File: src/rtl/symbol_histogram.sv
// Per-symbol histogram over a bounded stream: counts symbols below NUM_SYM until
// a terminator (symbol >= NUM_SYM) or MAX_LEN counted symbols, then holds for readback.
module symbol_histogram #(
  parameter  int SYM_W   = 4,
  parameter  int NUM_SYM = 10,
  parameter  int CNT_W   = 9,
  parameter  int MAX_LEN = 256,
  localparam int LEN_W   = $clog2(MAX_LEN + 1),
  localparam int ADDR_W  = $clog2(NUM_SYM)
) (
  input  logic              Clk_in,
  input  logic              nRst,
  input  logic              Start,
  input  logic [SYM_W-1:0]  Data_in,
  input  logic              Data_valid,
  output logic              Data_ready,
  output logic              Busy,
  output logic              Done,
  output logic [LEN_W-1:0]  Total,
  output logic              Sat,
  input  logic [ADDR_W-1:0] Rd_addr,
  output logic [CNT_W-1:0]  Rd_data
);

  typedef enum logic [1:0] {S_IDLE, S_COUNT, S_DONE} state_t;

  localparam logic [CNT_W-1:0] CNT_MAX = '1;

  state_t             state;
  logic [CNT_W-1:0]   count [NUM_SYM];
  logic [NUM_SYM-1:0] sel_hit;
  logic               sel_full;
  logic [CNT_W-1:0]   rd_word;
  logic               in_range;
  logic               accept;
  logic               counted;
  logic               term;
  logic               clear;
  logic               last;
  logic [LEN_W-1:0]   total_next;

  // Decode the incoming symbol and the read address one-hot against the counter bank.
  // NOTE: every always_comb output gets a default first, so no path can infer a latch.
  always_comb begin
    sel_hit  = '0;
    sel_full = 1'b0;
    rd_word  = '0;
    for (int i = 0; i < NUM_SYM; i++) begin
      if (Data_in == SYM_W'(i)) begin
        sel_hit[i] = 1'b1;
        sel_full   = (count[i] == CNT_MAX);
      end
      if (Rd_addr == ADDR_W'(i)) rd_word = count[i];
    end
  end

  assign in_range   = |sel_hit;
  assign accept     = Data_valid && Data_ready;
  assign counted    = accept && in_range;
  assign term       = accept && !in_range;
  assign clear      = Start && (state != S_COUNT);
  assign total_next = Total + 1'b1;
  assign last       = (total_next == LEN_W'(MAX_LEN));

  // NOTE: all sequential state uses non-blocking assignments so every flop samples pre-edge values.
  always_ff @(posedge Clk_in) begin
    if (!nRst) begin
      state      <= S_IDLE;
      Busy       <= 1'b0;
      Done       <= 1'b0;
      Data_ready <= 1'b0;
      Total      <= '0;
      Sat        <= 1'b0;
    end else begin
      case (state)
        S_IDLE, S_DONE: begin
          if (Start) begin
            state      <= S_COUNT;
            Busy       <= 1'b1;
            Done       <= 1'b0;
            Data_ready <= 1'b1;
            Total      <= '0;
            Sat        <= 1'b0;
          end
        end
        S_COUNT: begin
          if (counted) begin
            Total <= total_next;
            if (sel_full) Sat <= 1'b1;
          end
          if (term || (counted && last)) begin
            state      <= S_DONE;
            Busy       <= 1'b0;
            Data_ready <= 1'b0;
            Done       <= 1'b1;
          end
        end
        default: begin
          state      <= S_IDLE;
          Busy       <= 1'b0;
          Done       <= 1'b0;
          Data_ready <= 1'b0;
        end
      endcase
    end
  end

  // NOTE: the counter bank is a small flop array, not RAM, so clearing it on reset is cheap and required.
  always_ff @(posedge Clk_in) begin
    if (!nRst) begin
      for (int i = 0; i < NUM_SYM; i++) count[i] <= '0;
    end else begin
      for (int i = 0; i < NUM_SYM; i++) begin
        if (clear)
          count[i] <= '0;
        else if (counted && sel_hit[i] && !sel_full)
          count[i] <= count[i] + 1'b1;
      end
    end
  end

  // Registered readback sees the pre-increment value when read and update coincide.
  always_ff @(posedge Clk_in) begin
    if (!nRst) Rd_data <= '0;
    else       Rd_data <= rd_word;
  end

endmodule

File: config.mk
export PLATFORM = sky130hd
export DESIGN_NAME = symbol_histogram
export DESIGN_NICKNAME = d
export VERILOG_FILES = /design/src/rtl/symbol_histogram.sv
export SDC_FILE = /design/constraint.sdc
export NUM_CORES = 1
export LEC_CHECK = 0
export ABC_CLOCK_PERIOD_IN_PS = 2900
export BUFFER_PORTS_ARGS = -buffer_cell sky130_fd_sc_hd__buf_2
export CORE_MARGIN = 8
export CORE_UTILIZATION = 51
export DETAILED_ROUTE_END_ITERATION = 8
export PLACE_DENSITY = 0.71
export SLEW_MARGIN = 20
export SYNTH_ARGS = -nofsm -noshare
export SYNTH_HDL_FRONTEND = slang
export SYNTH_SLANG_ARGS = --single-unit
File: constraint.sdc
create_clock -name Clk_in -period 2.9 [get_ports Clk_in]
set_clock_uncertainty 0.05 [all_clocks]
set_input_delay 0.145 -clock Clk_in [delete_from_list [all_inputs] [get_ports Clk_in]]
set_output_delay 0.145 -clock Clk_in [all_outputs]
set_load 0.02 [all_outputs]
## After elaboration in Yosys (flattened, before gate mapping)

Memory sizes are Yosys's and may differ from the RTL's.
Index checks and enable logic that the tools add are counted.

| word-level totals | value |
|---|---|
| bits in registers | 23 |
| memories kept | 1 |
| logic and storage cells | 220 |
| RAM bits | 90 |

Memory list:

| memory | words | width | rd ports | clocked after Yosys merged registers in | wr ports | line | RTL |
|---|---|---|---|---|---|---|---|
| count | 10 | 9 | 10 | 0 | 10 | 30 | `logic [CNT_W-1:0] count [NUM_SYM];` |

| cells by class | value |
|---|---|
| bitwise operators | 20 |
| $add $sub $neg | 11 |
| equality and inequality tests | 36 |
| muxes and demuxes | 109 |
| reductions and logical operators | 37 |

Operators with widths:

| operator | number |
|---|---|
| 9-bit 2-to-1 mux | 32 |
| 9-bit by 1-bit adder with 9-bit output (second input constant) | 11 |
| 9-bit == test (second input constant) | 11 |
| 1-bit 2-to-1 mux | 70 |
| 4-bit by 3-bit == test with 1-bit output (second input constant) | 8 |
| 1-bit logical AND | 25 |
| 1-bit bitwise OR | 20 |
| 9-bit one-hot mux with 2 select lines | 1 |
| 4-bit by 2-bit == test with 1-bit output (second input constant) | 4 |
| 4-bit == test (second input constant) | 4 |
| 10-bit OR reduction | 1 |
| 4-bit by 1-bit == test with 1-bit output (second input constant) | 2 |
| 4-bit zero test | 2 |
| 2-bit != test (second input constant) | 4 |
| 1-bit one-hot mux with 2 select lines | 3 |
| 2-bit 2-to-1 mux | 2 |
| 2-bit one-hot mux with 2 select lines | 1 |
| 4-bit AND reduction | 1 |
| 3-bit AND reduction | 1 |
| 2-bit by 1-bit == test with 1-bit output (second input constant) | 1 |
| 2-bit == test (second input constant) | 1 |
| 1-bit zero test | 2 |
| 2-bit zero test | 1 |
| 2-bit by 1-bit != test with 1-bit output (second input constant) | 1 |
| other kinds (4) | 4 |

## Depth between registers and ports, before layout

| logic depth | value |
|---|---|
| depth after elaboration | 18 |
| mapped depth | 11 |

## Least setup slack after synthesis

No wires, ideal clock.

| timing path | value |
|---|---|
| kind | register to register |
| from | memory count[2][0] |
| to | memory count[3][0], enable pin |
| setup slack | -128 ps |
| data required time | 2,460 ps |
| setup time | 390 ps |
| stages on the path, launching flop included | 12 |
| arrival | 2,588 ps |
| cells stage by stage | edfxtp_1 -> ha_1 -> nand2_1 -> nor2_1 -> and3_1 -> ha_1 -> nand2_1 -> o21ai_0 -> a32oi_1 -> o22ai_2 -> buf_2 -> o31ai_1 |

RTL lines:

| item | line |
|---|---|
| start, declared | 30 |

==> metrics <==
remaining global-route overflow 0; Post-Place Cells 884; Final GP Congestion 0.877; switching share of total power 28.4%; post-synthesis instance total 682; commonest non-fill, non-tap cell in the layout sky130_fd_sc_hd__edfxtp_1; switching power 1.04 mW; average cell area after synthesis 9.99 um2; Antenna diodes 0; net count after synthesis 716; unrepaired setup endpoints after global routing yes; transition time at the pin with the least slew margin 1030 ps; logic gate share of total power 12.6%; most used cells in the layout excluding fill and tap cells sky130_fd_sc_hd__edfxtp_1 (90), sky130_fd_sc_hd__nor2_1 (52), sky130_fd_sc_hd__nor4_1 (52); period utilization 96.2%; TritonRoute pass-1 iters 5; pin count of the biggest net entering global routing 62; cell taking the most area after synthesis sky130_fd_sc_hd__edfxtp_1; setup ws final 110 ps; Post-CTS Setup Repair Bufs 0; endpoint kind of the worst setup timing path flop; share of synthesized flip-flops with an asynchronous set or reset 0%; setup slack of the most critical reg-to-reg path 110 ps; DRT Wirelength 17800 um; number of instances on the worst hold path 4; proportion of netlist area held by the largest area contributor 39.7%; count of maximum capacitance violations 0; cell area after synthesis 6810 um2; area enclosed by the die boundary 17300 um2; H-tree levels 3; Root Buffer sky130_fd_sc_hd__clkbuf_16; Setup Slack @ Placement 113 ps; post-synthesis to final-layout area growth 11.7%; Slew Limit Fails 0; CTS buffer count 9; horizontal extent of the die 132 um; post-layout net count 754; endpoint of the lowest-slack register-to-register path count[0][6]; number of global-route vias before repair 5526; Fin. Hold Viols 0; Int Power 2.62 mW; Worst IR Drop VDD 407 uV; overall global routing resource usage 20.4%; worst path arrival time 2820 ps; cell row count 42; maximum fanout along the worst path 13; outcome finished, final reports clean; Skew-Pair Late Insertion Delay 380 ps; launch instance of the worst register-to-register path count[2][1]; time the worst path needs with I/O delays and setup 2790 ps; leakage 2.72 nW; Synth cell types 58; clk slew on worst S/H paths 80 ps; Clock Path Buffers 2; number of top-level design ports 34; critical path launch point type flop; path depth of the worst reg2reg path 11; Yosys warning count 0; Reg power frac 53.0%; floorplan core area 13100 um2; dominant synthesized flop cell sky130_fd_sc_hd__edfxtp_1; Min-Delay Path Class in2reg; DPL Wire Length 13000 um; final antenna-violating net count 0; post-DR vias/cell 6.30; total power after layout 3.66 mW; top cells by area in the synthesized netlist sky130_fd_sc_hd__edfxtp_1 (40%), sky130_fd_sc_hd__dfxtp_1 (6.5%), sky130_fd_sc_hd__xor2_1 (5.1%); clock share of power 34.5%; power per cell area 481 nW/um2; Setup CP Type reg2reg; DR WL/cell 19.8 um; clock sink count 112; achievable frequency 0.358 GHz; Post-synth EDFFs 90; initial antenna violation count 0; Starting DRT DRC Count 596; relative slew slack 31.4%; number of buffers inserted by port buffering 33; first-pass GRT wire length 28800 um; startpoint of the worst hold path Data_valid; post-route DRC violation count 0; share of final-layout standard cells stronger than drive strength 1 15.3%; Worst Hold Endpoint Busy; fraction of the yosys area taken by sequential cells 46.1%; final number of setup-violating endpoints 0; clock tree from TritonCTS yes; starting utilization of the core area 51.9%; Vias 5675; non-filler instance count after layout 901; register bit count reported by yosys 112; vertical die dimension 132 um; worst path required time 2930 ps
[worst max path at each step]
stage / start / end / slack, ps / cells past startpoint
after floorplan: count[2][0] / count[3][0] / -130 / 11
after global placement: count[2][1] / count[2][2] / 160 / 11
after detailed placement: count[2][1] / count[2][4] / 110 / 11
after CTS: count[2][1] / count[2][3] / 100 / 11
after global routing: count[2][1] / count[0][2] / -2 / 11
final: count[2][1] / count[0][6] / 110 / 11
[power groups by stage]
stage	combinational, mW	clock (mW)	sequential [mW]
after floorplan	0.287	0	1.95
after global placement	0.438	0	1.97
after detailed placement	0.449	0	1.97
after CTS	0.454	1.29	1.94
after global routing	0.498	1.34	1.95
final	0.460	1.26	1.94
[worst max-delay path, stage by stage, from the launching register on]
cell	delay [ps]
sky130_fd_sc_hd__edfxtp_1	440
sky130_fd_sc_hd__ha_1	250
sky130_fd_sc_hd__nand2_1	80
sky130_fd_sc_hd__nor2_1	60
sky130_fd_sc_hd__and3_1	180
sky130_fd_sc_hd__ha_1	180
sky130_fd_sc_hd__nand2_1	60
sky130_fd_sc_hd__o21ai_0	100
sky130_fd_sc_hd__a32oi_2	300
sky130_fd_sc_hd__o22ai_4	200
sky130_fd_sc_hd__o31ai_1	380
sky130_fd_sc_hd__buf_4	240
[cell usage after synthesis, types with 3 or more instances]
cell type                  number
sky130_fd_sc_hd__nor2_1        52
sky130_fd_sc_hd__inv_1         14
sky130_fd_sc_hd__nor4_1        52
sky130_fd_sc_hd__or3_1          5
sky130_fd_sc_hd__buf_2         20
sky130_fd_sc_hd__edfxtp_1      90
sky130_fd_sc_hd__and2_1         5
sky130_fd_sc_hd__mux2i_1       11
sky130_fd_sc_hd__and3_1        18
sky130_fd_sc_hd__o31ai_1        8
sky130_fd_sc_hd__nor2b_1       15
sky130_fd_sc_hd__a21boi_0       8
sky130_fd_sc_hd__dfxtp_1       22
sky130_fd_sc_hd__a31oi_1        4
sky130_fd_sc_hd__xor2_1        40
sky130_fd_sc_hd__mux4_2         6
sky130_fd_sc_hd__nand2b_1      13
sky130_fd_sc_hd__a221oi_1       5
sky130_fd_sc_hd__nand3_1       51
sky130_fd_sc_hd__nand2_1       46
sky130_fd_sc_hd__ha_1          22
sky130_fd_sc_hd__clkbuf_1      17
sky130_fd_sc_hd__nand3b_1       4
sky130_fd_sc_hd__a21oi_1       17
sky130_fd_sc_hd__buf_1          3
sky130_fd_sc_hd__a22oi_1        8
sky130_fd_sc_hd__o21ai_0       21
sky130_fd_sc_hd__o21a_1         6
sky130_fd_sc_hd__o22ai_1        8
sky130_fd_sc_hd__nand4_1        8
sky130_fd_sc_hd__mux2_2         8
sky130_fd_sc_hd__xnor2_1       21
sky130_fd_sc_hd__nor3_1        22
[per-stage QoR]
step | cell area [um2] | setup TNS (ps) | hold slack [ps] | utilization, %
2_1_floorplan | 6810 | -8080 | 226 | -
3_3_place_gp | 7290 | 0 | 346 | 55.5
3_5_place_dp | 7290 | 0 | 345 | 55.5
4_1_cts | 7600 | 0 | 185 | 57.8
5_1_grt | 7610 | -9.95 | 219 | 57.9
6_report | 7610 | 0 | 213 | 57.9
[metal layers]
| metal | global-route usage, % | wire length [um] |
|---|---|---|
| met1 | 26.2 | 7530 |
| met2 | 32.9 | 8370 |
| met3 | 4.65 | 1370 |
| met4 | 7.98 | 533 |
| met5 | 0 | 0 |
[layout make-up]
class,count,area (um2)
Sequential cell,112,3140
Clock inverter,7,68.8
Multi-Input combinational cell,514,3450
Tap cell,176,220
Inverter,14,52.6
Fill cell,1155,5530
Timing Repair Buffer,69,454
Clock buffer,9,225
[flip-flops by register name, indices dropped and copies added, names as in the netlist]
signal   cells
Done         1
count       90
Sat          1
Busy         1
Total        9
state        1
Rd_data      9
[kinds of logic (layout without fill, tap and decap cells)]
family | count (synthesis) | after routing | synth area share [%]
and+or+nand+nor | 305 | 305 | 23.6
DFF | 112 | 112 | 46.1
AOI/OAI and AO/OA | 101 | 101 | 9.93
xor gates and xnor gates | 61 | 61 | 7.84
buffers and inverters | 56 | 99 | 3.56
muxes | 25 | 25 | 4.92
adders and majority gates | 22 | 22 | 4.04
[repair_timing]
action,4_1_cts,5_1_grt
hold buffers,1,0
setup endpoints to repair,0,44
hold endpoints to repair,1,0
resized for setup,0,3
(Power assumes the default switching activity.)
